`src/rtl/pipe_pkg.sv`:
```
// Shared pipeline types: writeback source encoding, load funct3 codes and the
// MEM/WB pipeline register layout.
package pipe_pkg;

  typedef enum logic [1:0] {
    WB_ALU = 2'd0,
    WB_MEM = 2'd1,
    WB_PC4 = 2'd2
  } wb_sel_e;

  localparam logic [2:0] F3_LB  = 3'b000;
  localparam logic [2:0] F3_LH  = 3'b001;
  localparam logic [2:0] F3_LW  = 3'b010;
  localparam logic [2:0] F3_LBU = 3'b100;
  localparam logic [2:0] F3_LHU = 3'b101;

  // wb_sel is kept as raw bits so the reserved code 3 is representable.
  typedef struct packed {
    logic        valid;
    logic [31:0] alu_result;
    logic [31:0] pc_plus4;
    logic [4:0]  rd;
    logic        reg_we;
    logic        mem_ren;
    logic [2:0]  funct3;
    logic [1:0]  wb_sel;
  } mem_wb_t;

endpackage

```
`src/rtl/load_align.sv`:
```
// Combinational load aligner: picks the byte/half/word at the given offset,
// extends it per funct3 and flags alignment faults.
module load_align
  import pipe_pkg::*;
(
  input  logic [31:0] word,
  input  logic [1:0]  offset,
  input  logic [2:0]  funct3,
  output logic [31:0] data,
  output logic        misaligned
);

  logic [7:0]  byte_sel;
  logic [15:0] half_sel;

  assign byte_sel = word[{offset, 3'b000} +: 8];
  assign half_sel = offset[1] ? word[31:16] : word[15:0];

  // NOTE: every output gets a default before the case so no latch is inferred.
  always_comb begin
    data       = word;
    misaligned = 1'b0;
    case (funct3)
      F3_LB:  data = {{24{byte_sel[7]}}, byte_sel};
      F3_LBU: data = {24'h0, byte_sel};
      F3_LH: begin
        data       = {{16{half_sel[15]}}, half_sel};
        misaligned = offset[0];
      end
      F3_LHU: begin
        data       = {16'h0, half_sel};
        misaligned = offset[0];
      end
      F3_LW:  misaligned = (offset != 2'b00);
      default: data = word;
    endcase
  end

endmodule

```
`src/rtl/wb_stage.sv`:
```
// MEM/WB pipeline register and writeback stage: aligns load data, selects the
// writeback source, drives the register-file port and counts retirements.
module wb_stage
  import pipe_pkg::*;
#(
  parameter int INSTRET_W = 64
) (
  input  logic                 clk,
  input  logic                 rst,
  input  logic                 in_valid,
  input  logic [31:0]          in_alu_result,
  input  logic [31:0]          in_pc_plus4,
  input  logic [4:0]           in_rd,
  input  logic                 in_reg_we,
  input  logic                 in_mem_ren,
  input  logic [2:0]           in_funct3,
  input  logic [1:0]           in_wb_sel,
  input  logic [31:0]          mem_rdata,
  input  logic                 stall,
  input  logic                 flush,
  output logic                 rf_we,
  output logic [4:0]           rf_waddr,
  output logic [31:0]          rf_wdata,
  output logic                 load_misaligned,
  output logic [INSTRET_W-1:0] instret
);

  mem_wb_t              wb_q, wb_d;
  logic [31:0]          held_rdata_q, held_rdata_d;
  logic                 held_valid_q, held_valid_d;
  logic [INSTRET_W-1:0] instret_q, instret_d;

  logic [31:0] sel_word;
  logic [31:0] load_data;
  logic        align_mis;
  logic        misaligned;
  logic        retire;

  // The memory word only lives for one cycle, so a stalled load reads the copy.
  assign sel_word = held_valid_q ? held_rdata_q : mem_rdata;

  load_align u_load_align (
    .word       (sel_word),
    .offset     (wb_q.alu_result[1:0]),
    .funct3     (wb_q.funct3),
    .data       (load_data),
    .misaligned (align_mis)
  );

  assign misaligned = wb_q.valid & wb_q.mem_ren & align_mis;
  assign retire     = wb_q.valid & ~stall & ~misaligned;

  always_comb begin
    wb_d         = wb_q;
    held_rdata_d = held_rdata_q;
    held_valid_d = held_valid_q;
    if (!stall) begin
      wb_d.valid      = in_valid & ~flush;
      wb_d.alu_result = in_alu_result;
      wb_d.pc_plus4   = in_pc_plus4;
      wb_d.rd         = in_rd;
      wb_d.reg_we     = in_reg_we;
      wb_d.mem_ren    = in_mem_ren;
      wb_d.funct3     = in_funct3;
      wb_d.wb_sel     = in_wb_sel;
      held_valid_d    = 1'b0;
    end else if (!held_valid_q) begin
      held_rdata_d = mem_rdata;
      held_valid_d = 1'b1;
    end
    instret_d = instret_q + {{(INSTRET_W-1){1'b0}}, retire};
  end

  // NOTE: sequential state uses non-blocking assignments so every flop samples
  // pre-edge values regardless of block ordering.
  always_ff @(posedge clk) begin
    if (rst) begin
      wb_q         <= '0;
      held_valid_q <= 1'b0;
      instret_q    <= '0;
    end else begin
      wb_q         <= wb_d;
      held_valid_q <= held_valid_d;
      instret_q    <= instret_d;
    end
  end

  // NOTE: held_rdata is pure data qualified by held_valid, so it has no reset.
  always_ff @(posedge clk) begin
    held_rdata_q <= held_rdata_d;
  end

  always_comb begin
    case (wb_q.wb_sel)
      WB_MEM:  rf_wdata = load_data;
      WB_PC4:  rf_wdata = wb_q.pc_plus4;
      default: rf_wdata = wb_q.alu_result;
    endcase
  end

  assign rf_waddr        = wb_q.rd;
  assign rf_we           = wb_q.valid & wb_q.reg_we & (wb_q.rd != 5'd0) & ~misaligned & ~stall;
  assign load_misaligned = misaligned;
  assign instret         = instret_q;

endmodule

```
`config.mk`:
```
export PLATFORM = sky130hd
export DESIGN_NAME = wb_stage
export DESIGN_NICKNAME = d
export VERILOG_FILES = /design/src/rtl/pipe_pkg.sv /design/src/rtl/load_align.sv /design/src/rtl/wb_stage.sv
export SDC_FILE = /design/constraint.sdc
export NUM_CORES = 1
export LEC_CHECK = 0
export BUFFER_PORTS_ARGS = -buffer_cell sky130_fd_sc_hd__buf_2
export CORE_UTILIZATION = 53
export CTS_CLUSTER_DIAMETER = 200
export DETAILED_ROUTE_END_ITERATION = 10
export GPL_ROUTABILITY_DRIVEN = 1
export HOLD_SLACK_MARGIN = 0.03
export PLACE_DENSITY = 0.9
export SLEW_MARGIN = 5
export SYNTH_ARGS = -nofsm -noshare
export SYNTH_HDL_FRONTEND = slang
export SYNTH_SLANG_ARGS = --single-unit
```
`constraint.sdc`:
```
create_clock -name clk -period 4.2 [get_ports clk]
set_clock_uncertainty 0.15 [all_clocks]
set_input_delay 0.42 -clock clk [delete_from_list [all_inputs] [get_ports clk]]
set_output_delay 0.42 -clock clk [all_outputs]
set_load 0.02 [all_outputs]
```
# Yosys cells after proc, flatten, opt, wreduce, memory -nomap -nowiden
# Cells that the tools add are included.
[classes] addsub=1 mul=0 div_mod_pow=0 magnitude_cmp=0 eq_ne=6 shift=1 muxes=6 bitwise_logic=12 reduce_logical=4
[ops] op="$pmux 32 s4" count=1
[ops] op="$add 64x1->64" count=1
[ops] op="$pmux 32 s2" count=1
[ops] op="$mux 32" count=1
[ops] op="$shiftx 32x6->8" count=1
[ops] op="$mux 16" count=1
[ops] op="$and 1x1->1" count=9
[ops] op="$eq 3x3->1 const B" count=2
[ops] op="$reduce_bool 5->1" count=1
[ops] op="$eq 3x1->1 const B" count=1
[ops] op="$eq 3x2->1 const B" count=1
[ops] op="$logic_not 3->1" count=1
[ops] op="$not 1->1" count=3
[ops] op="$eq 2x1->1 const B" count=1
[ops] op="$eq 2x2->1 const B" count=1
[ops] op="$pmux 1 s2" count=1
[ops] op="$reduce_bool 2->1" count=1
[ops] op="$reduce_or 2->1" count=1
[ops] op="$mux 1" count=1
[word_totals] regBits=174 latchBits=0 ramBits=0 rom_bits=0 inputBits=113 out_inout_bits=103 elab_cells=41 memories=0

# Depth between registers and ports, before layout
# Gate-level depths: netlist of the first run.
[logic_depth] ltp_word=7 ltp_mapped=12 ltp_nobuf=11

# Cells and area by module
# From an unflattened synthesis of the first run, not the netlist that was laid out.
[hier_totals] cells_unflattened=944 hier_area_um2=8765.9
[by_module_without_submodules] mod="wb_stage" n_inst=1 cells_each=802 area_each_um2=7811.2 seq_area_each_um2=3803.6
[by_module_without_submodules] mod="load_align" n_inst=1 cells_each=142 area_each_um2=954.7 seq_area_each_um2=0.0

# Worst setup path after synthesis of the first run
# No wires, ideal clock.
[synth_timing] path_kind="input to register" start="input stall" end="register instret_q[62] (netlist: instret[62])" setup_time_ps=70 t_arrival_ps=2910 required_time_ps=3980 path_slack_ps=1070 cell_stages=11 path_buffers=3 path_cell_list="clkbuf_1 buf_1 nor3b_1 ha_1 ha_1 nand3_1 nor4_1 nand4_1 buf_2 or3_1 a21oi_1"
[synth_via] elab_chain_cells=4
[synth_rtl] element="start, declared" line_no="wb_stage.sv:19" source="input logic stall,"
[synth_rtl] element="$not 1->1" line_no="wb_stage.sv:51" source="assign retire = wb_q.valid & ~stall & ~misaligned;"
[synth_rtl] element="$and 1x1->1 (2 in series)" line_no="wb_stage.sv:51"
[synth_rtl] element="$add 64x1->64" line_no="wb_stage.sv:71" source="instret_d = instret_q + {{(INSTRET_W-1){1'b0}}, retire};"
[synth_rtl] element="end signal, assigned" line_no="wb_stage.sv:84" source="instret_q <= instret_d;"
[synth_rtl] element="end, declared" line_no="wb_stage.sv:31" source="logic [INSTRET_W-1:0] instret_q, instret_d;"
# No other way between the ends.
# A chain may end at the register's enable or synchronous reset.

# Worst setup path in the final report of the first run
[layout_timing] start="register wb_q[2] in the netlist's numbering" end="register instret_q[63] (netlist: instret[63])"
[layout_via] elab_chain_cells=7 word_cells_on_any_way=9 classes_between="add/sub (1); eq/ne (3); mux (1); bitwise (3); reduce/logical (1)"
[layout_rtl] element="start, declared" line_no="wb_stage.sv:28" source="mem_wb_t wb_q, wb_d;"
[layout_rtl] element="start signal, assigned" line_no="wb_stage.sv:82" source="wb_q <= wb_d;"
[layout_rtl] element="$eq 3x1->1 or $eq 3x3->1 (tied branches)" line_no="load_align.sv:23" source="case (funct3)"
[layout_rtl] element="$reduce_or 2->1 (no line)"
[layout_rtl] element="$pmux 1 s2 *" line_no="load_align.sv:23"
[layout_rtl] element="$and 1x1->1 *" line_no="wb_stage.sv:50" source="assign misaligned = wb_q.valid & wb_q.mem_ren & align_mis;"
[layout_rtl] element="$not 1->1 *" line_no="wb_stage.sv:51"
[layout_rtl] element="$and 1x1->1 *" line_no="wb_stage.sv:51"
[layout_rtl] element="$add 64x1->64 *" line_no="wb_stage.sv:71"
# Mark *: on every way between the ends. The rest lies on a longest branch, timed or not.

==> run metrics, run 1 <==
combinational share of power 11.7%; Commonest cells post-synth nor2_1 (149), dfxtp_1 (142), mux2i_1 (92); outcome complete, no violations; Yosys top cell by area dfxtp_1; final setup vio count 0; hold path startpoint in_alu_result[26]; die area 16100 um^2; cells after synthesis 885; Final HPWL DP about 16000 um; unrepaired setup endpoints after global routing false; Critical Path End Type register; Psw 0.965 mW; Total Wirelength ~22000 um; worst hold slack around 0.067 ns; Layout fillers ~1300; Sw Ratio about a quarter; number of port buffers between 200 and 250; Reg power frac between 40% and 50%; Root Driver clkbuf_16; GR Overflow Total 0; total CTS buffers 17; power density over cell area 378 nW/um^2; multi-input logic area ~4100 um^2; worst-path fanout max 18; placed cell areas 9410 um^2; Setup TNS Final 0 ns; Netlist cell types 49; Clk pwr share 40.6%; CP cell instances nor3b_1 -> o21ai_0 -> a21oi_1 -> nor3b_1 -> ha_1 -> nand4_1 -> nor4_4 -> nand4_2 -> or4_1 -> a21oi_1; Post-synth top flop dfxtp_1; first-pass GRT wire length 34500 um; dominant cells by area after synthesis dfxtp_1 (34%), edfxtp_1 (12%), mux2i_1 (11%); Mapped Area about 8300 um^2; GRT Util Overall between 20% and 30%; H-tree depth 4; crit-path max cell delay slightly below 0.6 ns; Worst-Margin Slew between 0.9 and 1 ns; register bit total from synthesis 174; Die X-Extent about 130 um; crit path DAT between 4 and 5 ns; sequential share of the synthesized area between 40% and 50%; Max rail drop VDD 0.000275 V; most frequent cell after synthesis nor2_1; initial antenna violation count 5; Final Core Density around 66%; Critical path buffers and inverters 0; storage element area 3800 um^2; DR vias around 7300; FFs w/ async S/R, synth 0%; IO Pins approximately 220; layout cells sized above 1 28.2%; clk slew on worst S/H paths 0.07 ns; Initial Util 54.5%; post-route design area about 10000 um^2; post-DR wirelength/cell ~17 um; Area Overhead vs Synth 20.9%; Crit Path Category register to register; DRT antenna net count 0; GP Congestion roughly 0.94; cts hold-fix bufs 0; leakage approximately 4.4 nW; Pwr Total 3.79 mW; top cell type's share of synthesized area ~34%; Final Max Slew Viols 0; Worst Setup SP wb_q[2]; Post-synth EDFFs 32; CTS tree yes; clk sinks 174; Max-Cap Viols 0; Final #Nets 1190; Clock Tree Buf Depth 2; Mean Syn Cell Area just over 9 um^2; part of the cycle the worst path needs between 90% and 100%; fmax roughly 260 MHz; DR DRC count 0; CP Launch Type register; Post-Syn Nets ~1000; later-pin clock latency in the skew report 0.43 ns; min Tclk post-route between 3 and 4 ns; Max-slew headroom 35.0%; worst path required time roughly 4.4 ns; Initial DRT Pass Iterations 5; crit-path leading delay family simple AND/OR/NAND/NOR gates; die height between 100 and 150 um; vias in the first global route 6693; largest net degree at the start of global routing 92; post-DR vias/cell between 5 and 6; Int Power 2.82 mW; Hold WC Path Type primary input to register; initial drt markers ~670; final hold viol count 0; Worst path slowest cell dfxtp_1; RR Startpoint wb_q[2]; yosys warns 0; core area 15200 um^2; Cell Rows 45
==> what timing repair did <==
action | 4_1_cts | 5_1_grt
endpoints found under the setup margin | 0 | 9
buffers inserted | 0 | 2
resized for setup | 0 | 0
==> worst reg2reg max path: stages (launching register included) <==
cell     delay (ns)
dfxtp_1        0.59
nor3b_1        0.12
o21ai_0        0.19
a21oi_1        0.10
nor3b_1        0.49
ha_1           0.32
nand4_1        0.31
nor4_4         0.40
nand4_2        0.40
or4_1          0.55
a21oi_1        0.17
==> through the flow <==
step           worst slack, ns  instances
4_1_cts                 0.0325       1272
2_1_floorplan             1.07        885
3_3_place_gp             0.260       1240
5_1_grt                 0.0746       1276
6_report                 0.345       1278
3_5_place_dp             0.116       1240
==> placed cells by master (no fill, tap or decap), types with 4 or more instances in the layout <==
master	count
a221oi_1	4
buf_4	13
nor2b_1	8
buf_2	213
mux2i_1	92
o221ai_2	10
clkbuf_16	17
or3_1	24
a21oi_1	34
o31ai_1	4
nand2_1	82
o21ai_0	29
edfxtp_1	32
nand3_1	25
xor2_1	26
or2_2	4
o221ai_1	13
and3_1	5
nor3_1	9
clkinvlp_4	4
a22oi_1	6
diode_2	4
inv_1	20
dfxtp_1	142
a211o_1	9
clkinv_2	4
mux2_2	20
o211ai_1	10
xnor2_1	11
nand4_1	23
nor2_1	149
==> area by class of cell <==
class / count / share of cell area, %
Antenna cell: 4 / 0.100
Clock buffer: 18 / 4.29
Clock inverter: 14 / 1.45
Inverter: 21 / 0.788
Multi-Input combinational cell: 632 / 41.3
Sequential cell: 174 / 38.0
Tap cell: 188 / 2.35
Timing Repair Buffer: 227 / 11.7
==> power by group through the flow <==
stage               clock network (mW)  registers (mW)  logic [mW]
CTS                               1.55            1.81       0.440
finish                            1.54            1.81       0.443
detailed placement                   0            1.84       0.437
global route                      1.63            1.81       0.478
floorplan                            0            1.83       0.296
global placement                     0            1.84       0.430
==> kinds of logic (layout without fill, tap and decap cells) <==
group | count (synthesis) | in the layout | share of synthesized area, %
xor gates and xnor gates | 37 | 37 | 3.91
buffers and inverters | 79 | 280 | 4.17
and+or+nand+nor | 350 | 350 | 19.7
adders and majority gates | 4 | 4 | 0.605
DFF | 174 | 174 | 45.9
muxes | 116 | 116 | 14.7
other | 0 | 4 | 0
AOI/OAI and AO/OA | 125 | 125 | 11.0
==> registers in the layout, indices dropped and copies added (netlist names) <==
signal and cells:
wb_q 72, rf_waddr 5, held_valid_q 1, instret 64, held_rdata_q 32
==> routing by layer <==
metal  vias to the layer above  part of all wire [%]  GRT usage [%]
met1                      3416                    41           33.8
met2                       334                    48           45.2
met3                        35                   9.0           7.75
met5                         -                  0.12              0
li1                       3516                     -              -
met4                         4                   1.9           10.8
==> final timing paths <==
kind | end | slack [ns] | cells past startpoint
max | instret[63] | 0.34 | 10
min reg2reg | wb_q[26] | 0.35 | 2
min | wb_q[70] | 0.07 | 3
max reg2reg | instret[63] | 0.34 | 10
Power figures use the tool's default switching activity.
==> run 2, diff against run 1 <==
--- a/config.mk
+++ b/config.mk
@@ -6,12 +6,16 @@
 export NUM_CORES = 1
 export LEC_CHECK = 0
 export BUFFER_PORTS_ARGS = -buffer_cell sky130_fd_sc_hd__buf_2
-export CORE_UTILIZATION = 53
+export CELL_PAD_IN_SITES_DETAIL_PLACEMENT = 0
+export CELL_PAD_IN_SITES_GLOBAL_PLACEMENT = 1
+export CORE_UTILIZATION = 40
 export CTS_CLUSTER_DIAMETER = 200
 export DETAILED_ROUTE_END_ITERATION = 10
 export GPL_ROUTABILITY_DRIVEN = 1
 export HOLD_SLACK_MARGIN = 0.03
 export PLACE_DENSITY = 0.9
+export RECOVER_POWER = 25
+export REMOVE_ABC_BUFFERS = 1
 export SLEW_MARGIN = 5
 export SYNTH_ARGS = -nofsm -noshare
 export SYNTH_HDL_FRONTEND = slang
==> run 2 against run 1 <==
Worst setup slack improved by 0.24 ns. Fmax grew 6.7%. Critical path depth shrank 4. Worst hold slack better by 0.016 ns. Via count shrank 2.6%. Non-clock buffer count increased by 1. Routed wire length fell by 3.7%. Global-route usage shrank 7.4 points. Utilization fell by 16 points. The flow now finishes with violations (capacitance limit, slew limit). Cell area grew 1.4%.
==> run metrics, run 2 (synthesis results as in run 1) <==
Critical path buffers and inverters 1; Worst path slowest cell dfxtp_1; largest net degree at the start of global routing a little over 100; combinational share of power 11.0%; worst path required time 3.63 ns; DR DRC count 0; min Tclk post-route around 3.6 ns; Max rail drop VDD 0.000256 V; leakage about 4.3 nW; Final HPWL DP roughly 15000 um; clk sinks about 170; DR vias slightly above 7000; DRT antenna net count 0; post-DR wirelength/cell approximately 16 um; later-pin clock latency in the skew report 0.42 ns; Root Driver clkbuf_16; Initial DRT Pass Iterations 7; Die X-Extent between 100 and 150 um; Int Power about 3 mW; IO Pins 216; Cell Rows 52; placed cell areas between 9000 and 10000 um^2; GR Overflow Total 0; CP Launch Type register; crit-path leading delay family multiplexers; Hold WC Path Type primary input to register; H-tree depth 4; core area ~20000 um^2; crit-path max cell delay about 0.55 ns; hold path startpoint in_pc_plus4[10]; Place WS 0.222 ns; commonest cells after routing, fill and taps aside buf_2 (193), nor2_1 (149), dfxtp_1 (142), mux2i_1 (92), nand2_1 (82); Final Max Slew Viols between 50 and 60; final hold viol count 0; fmax ~280 MHz; Psw 0.976 mW; multi-input logic area just over 4000 um^2; initial antenna violation count 7; CTS tree yes; die height 146 um; CP cell instances mux2_1 -> mux4_2 -> a21oi_4 -> a21o_4 -> o221ai_1 -> buf_2; Clk pwr share 43.3%; final setup vio count 0; Critical Path End Type output pin; number of port buffers approximately 220; die area between 20000 and 25000 um^2; storage element area roughly 3800 um^2; Worst-Margin Slew 1.60 ns; worst-path fanout max 16; Finished Layout Cells 1360; layout cells sized above 1 approximately 26%; worst hold slack ~0.082 ns; power density over cell area approximately 390 nW/um^2; Reg power frac 45.7%; Final #Nets approximately 1200; post-DR vias/cell roughly 5.2; DP Cell Count ~1300; clk slew on worst S/H paths about 0.070 ns; Sw Ratio 24.8%; Total Wirelength 21200 um; Setup TNS Final 0 ns; part of the cycle the worst path needs around 86%; violated checks capacitance limit, slew limit; post-route design area around 10000 um^2; Layout fillers just under 2000; GP Congestion ~0.85; Max-slew headroom -6.95%; Crit Path Category register to output pin; max reg flops 72; GRT Util Overall between 10% and 20%; Max-Cap Viols 1; postcts setup bufs 0; total CTS buffers 17; outcome finished, violations left; Area Overhead vs Synth 22.6%; crit path DAT between 3 and 4 ns; RR Startpoint wb_q[4]; initial drt markers around 300; register with the most flip-flops wb_q; most common cell after layout, fill and taps aside buf_2; cts hold-fix bufs 0; first-pass GRT wire length 34200 um; post-CTS sizing 0; Clock Tree Buf Depth 2; vias in the first global route ~6600; Worst Setup SP held_valid_q; Worst Slack Setup Final just under 0.6 ns; Initial Util 40.9%; unrepaired setup endpoints after global routing false
==> run 2: final cells by class <==
| type | instances | share of cell area [%] |
|---|---|---|
| Clock inverter | 8 | 0.814 |
| Timing Repair Buffer | 228 | 11.3 |
| Sequential cell | 174 | 37.5 |
| Clock buffer | 24 | 5.60 |
| Inverter | 21 | 0.777 |
| Antenna cell | 3 | 0.0740 |
| Multi-Input combinational cell | 632 | 40.6 |
| Tap cell | 270 | 3.33 |
==> run 2: final timing paths <==
kind / end / slack, ns / cells past startpoint
setup reg to reg: instret[60] / 0.62 / 12
hold reg to reg: wb_q[42] / 0.34 / 2
hold / removal: wb_q[22] / 0.08 / 3
setup / recovery: rf_wdata[31] / 0.59 / 6
==> run 2: metal layers <==
layer  vias up  global-route usage, %  part of all wire [%]
met5         -                      0                  0.24
met4         8                   6.58                   2.2
met3        38                   5.99                   7.1
met2       223                   31.9                    45
met1      3330                   25.6                    45
li1       3513                      -                     -
==> run 2: power by group through the flow <==
| stage | Combinational (mW) | Clock [mW] | Sequential (mW) |
|---|---|---|---|
| detailed placement | 0.440 | 0 | 1.84 |
| finish | 0.434 | 1.71 | 1.80 |
| floorplan | 0.237 | 0 | 1.84 |
| global placement | 0.434 | 0 | 1.83 |
| CTS | 0.441 | 1.74 | 1.80 |
| global route | 0.476 | 1.82 | 1.81 |
==> run 2: per-stage QoR <==
stage	power, mW	utilization (%)
after floorplan	2.08	-
after global placement	2.27	47.1
after detailed placement	2.28	47.1
after CTS	3.98	50.3
after global routing	4.10	50.1
final	3.94	50.2
==> run 2: worst min-delay path: stages <==
cell and delay (ns):
buf_2 0.08, mux2i_1 0.05, nor2_1 0.07
==> run 3, diff against run 2 <==
--- a/config.mk
+++ b/config.mk
@@ -5,15 +5,16 @@
 export SDC_FILE = /design/constraint.sdc
 export NUM_CORES = 1
 export LEC_CHECK = 0
+export ABC_AREA = 1
 export BUFFER_PORTS_ARGS = -buffer_cell sky130_fd_sc_hd__buf_2
 export CELL_PAD_IN_SITES_DETAIL_PLACEMENT = 0
 export CELL_PAD_IN_SITES_GLOBAL_PLACEMENT = 1
-export CORE_UTILIZATION = 40
+export CORE_UTILIZATION = 38
 export CTS_CLUSTER_DIAMETER = 200
 export DETAILED_ROUTE_END_ITERATION = 10
 export GPL_ROUTABILITY_DRIVEN = 1
 export HOLD_SLACK_MARGIN = 0.03
-export PLACE_DENSITY = 0.9
+export PLACE_DENSITY = 0.88
 export RECOVER_POWER = 25
 export REMOVE_ABC_BUFFERS = 1
 export SLEW_MARGIN = 5
==> run 3 against run 2 <==
The run still ends with capacitance limit, slew limit left. Worst hold slack worse by 0.038 ns. Total power is 3.1% higher. Flip-flop and latch count stayed put. Critical path type is now register to register. Largest power group unchanged. Highest routed layer unchanged.
==> run metrics, run 3 <==
Initial Util between 30% and 40%; fmax 306 MHz; Final #Nets 1709; part of the cycle the worst path needs approximately 78%; min Tclk post-route 3.27 ns; largest net degree at the start of global routing just under 80; global routing usage on met1 a little over a third; CTS tree yes; H-tree depth 4; Hold WC Path Type primary input to register; Crit Path Category register to register; Area Overhead vs Synth 20.4%; Commonest cells post-synth nand2_1 (433), nor2_1 (155), dfxtp_1 (142); Pwr Total around 4 mW; outcome finished, violations left; worst hold slack 0.0445 ns; worst-path fanout max 15; number of port buffers between 200 and 250; multi-input logic area about 4800 um^2; grt met3 use 5.29%; clk sinks between 150 and 200; Place WS approximately 1 ns; Mapped Area roughly 9400 um^2; Post-synth top flop dfxtp_1; Worst-Margin Slew around 1.9 ns; sequential share of the synthesized area just over 40%; Finished Layout Cells 1930; GP Congestion between 0.9 and 1; max reg flops 72; yosys warns 0; violated checks capacitance limit, slew limit; Yosys top cell by area dfxtp_1; DR vias 9774; Critical Path End Type register; Psw 1.20 mW; Netlist cell types between 40 and 50; leakage just over 5 nW; Worst Slack Setup Final around 0.93 ns; initial antenna violation count 2; DRT antenna net count 0; Layout fillers 2589; dominant cells by area after synthesis dfxtp_1 (30%), nand2_1 (17%), edfxtp_1 (10%); core area about 24000 um^2; Reg power frac 44.4%; die height between 150 and 200 um; Cell Rows 57; IO Pins 216; Clk pwr share roughly two fifths; clk slew on worst S/H paths 0.08 ns; Clock Tree Buf Depth 2; busiest layer in global routing met2; later-pin clock latency in the skew report between 0.4 and 0.5 ns; grt met2 use about 39%; GR Overflow Total 0; Root Driver clkbuf_16; Int Power roughly 2.9 mW; Final Max Slew Viols between 50 and 60; crit path DAT about 3.5 ns; register with the most flip-flops wb_q; FFs w/ async S/R, synth 0%; Max-slew headroom -27.6%; combinational share of power between 10% and 20%; post-DR wirelength/cell 16.8 um; final hold viol count 0; GRT Util Overall 25.6%; register bit total from synthesis 174; final setup vio count 0; Max-Cap Viols 2; DR DRC count 0; first-pass GRT wire length about 51000 um; vias in the first global route roughly 9100; Total Wirelength approximately 32000 um; Final Core Density 46.6%; layout cells sized above 1 19.5%; Max rail drop VDD ~0.00020 V; cells after synthesis 1407; Initial DRT Pass Iterations 5; worst path required time between 4 and 5 ns; storage element area roughly 3800 um^2; CP Launch Type register; most common cell after layout, fill and taps aside nand2_1; unrepaired setup endpoints after global routing false; Final HPWL DP about 24000 um; postcts setup bufs 0; Die X-Extent approximately 160 um; power density over cell area approximately 360 nW/um^2; most frequent cell after synthesis nand2_1; commonest cells after routing, fill and taps aside nand2_1 (433), buf_2 (213), nor2_1 (155), dfxtp_1 (142), nand3_1 (133); Post-synth EDFFs 32; total CTS buffers 17; Sw Ratio between 20% and 30%; die area 25300 um^2; post-CTS sizing 0; DP Cell Count ~1900; initial drt markers between 900 and 1000; Mean Syn Cell Area between 6 and 7 um^2; top cell type's share of synthesized area between 30% and 40%; post-DR vias/cell 5.06
## run 3: cell types whose count changed after synthesis, sizes merged, moves of 13 or more
cell,delta
nand2,+371
inv,+114
nand3,+112
mux2i,-92
a21oi,+75
o21ai,+42
or3,-24
mux2,-23
o221ai,-23
xor2,-21
nor2,+20
nor3,+13
## run 3: path summary, 6_finish.rpt
kind / start / end / slack, ns / cells after the start
hold reg to reg: wb_q[69] / wb_q[69] / 0.30 / 2
setup / recovery: wb_q[45] / instret[40] / 0.93 / 16
hold / removal: in_pc_plus4[22] / wb_q[34] / 0.04 / 3
setup reg to reg: wb_q[45] / instret[40] / 0.93 / 16
## run 3: cells by family (layout without fill, tap and decap cells)
kind of cell | after synthesis | after routing | share of synthesized area [%]
flops | 174 | 174 | 40.6
compound gates | 197 | 197 | 11.5
xor+xnor | 8 | 8 | 0.747
simple gates | 825 | 825 | 38.0
other cells | 0 | 1 | 0
fa+ha+maj | 4 | 4 | 0.534
buf+inv | 199 | 397 | 8.66
## run 3: per-layer routing
layer | vias up | part of all wire, % | wire length [um]
met5 | - | 0.040 | 13
met4 | 2 | 1.5 | 479
met3 | 32 | 6.8 | 2210
met2 | 361 | 45 | 14600
met1 | 4485 | 46 | 15000
li1 | 4894 | - | -
## run 3: power by group through the flow
| stage | Clock, mW | Sequential (mW) | Combinational, mW |
|---|---|---|---|
| 6_report | 1.68 | 1.81 | 0.577 |
| 5_1_grt | 1.78 | 1.81 | 0.636 |
| 4_1_cts | 1.71 | 1.80 | 0.583 |
| 3_5_place_dp | 0 | 1.84 | 0.579 |
| 3_3_place_gp | 0 | 1.84 | 0.577 |
| 2_1_floorplan | 0 | 1.84 | 0.335 |
## run 3: repair_timing
action                                  CTS  global route
hold buffers                              1             0
endpoints found under the setup margin    0             0
endpoints found under the hold margin     1             0
## run 3: critical path: stages, from the launching register on
cell and delay (ns):
dfxtp_1 0.49, inv_2 0.32, nand2_1 0.16, nand4_1 0.13
nand3_1 0.21, inv_1 0.11, ha_1 0.28, ha_1 0.25
nand2_2 0.09, nor2_4 0.18, nand2_4 0.11, nor2_8 0.15
nand3_2 0.12, nand3b_1 0.21, nand2_1 0.08, nand2_1 0.04
nor2_1 0.09
## run 3: metrics by stage
step / TNS (ns) / cell area (um^2)
after global routing: 0 / 11300
after detailed placement: 0 / 10700
after CTS: 0 / 11300
after floorplan: -21.74 / 9080
final: 0 / 11300
after global placement: 0 / 10700
## run 3: final cells by class
class / instances / share of cell area (%)
clock buffers: 17 / 3.77
repair buffers: 228 / 10.5
well taps: 324 / 3.59
flip-flops and latches: 174 / 33.7
diodes: 1 / 0.0222
clock inverters: 15 / 1.71
inverters: 137 / 4.58
multi-input cells: 1034 / 42.2
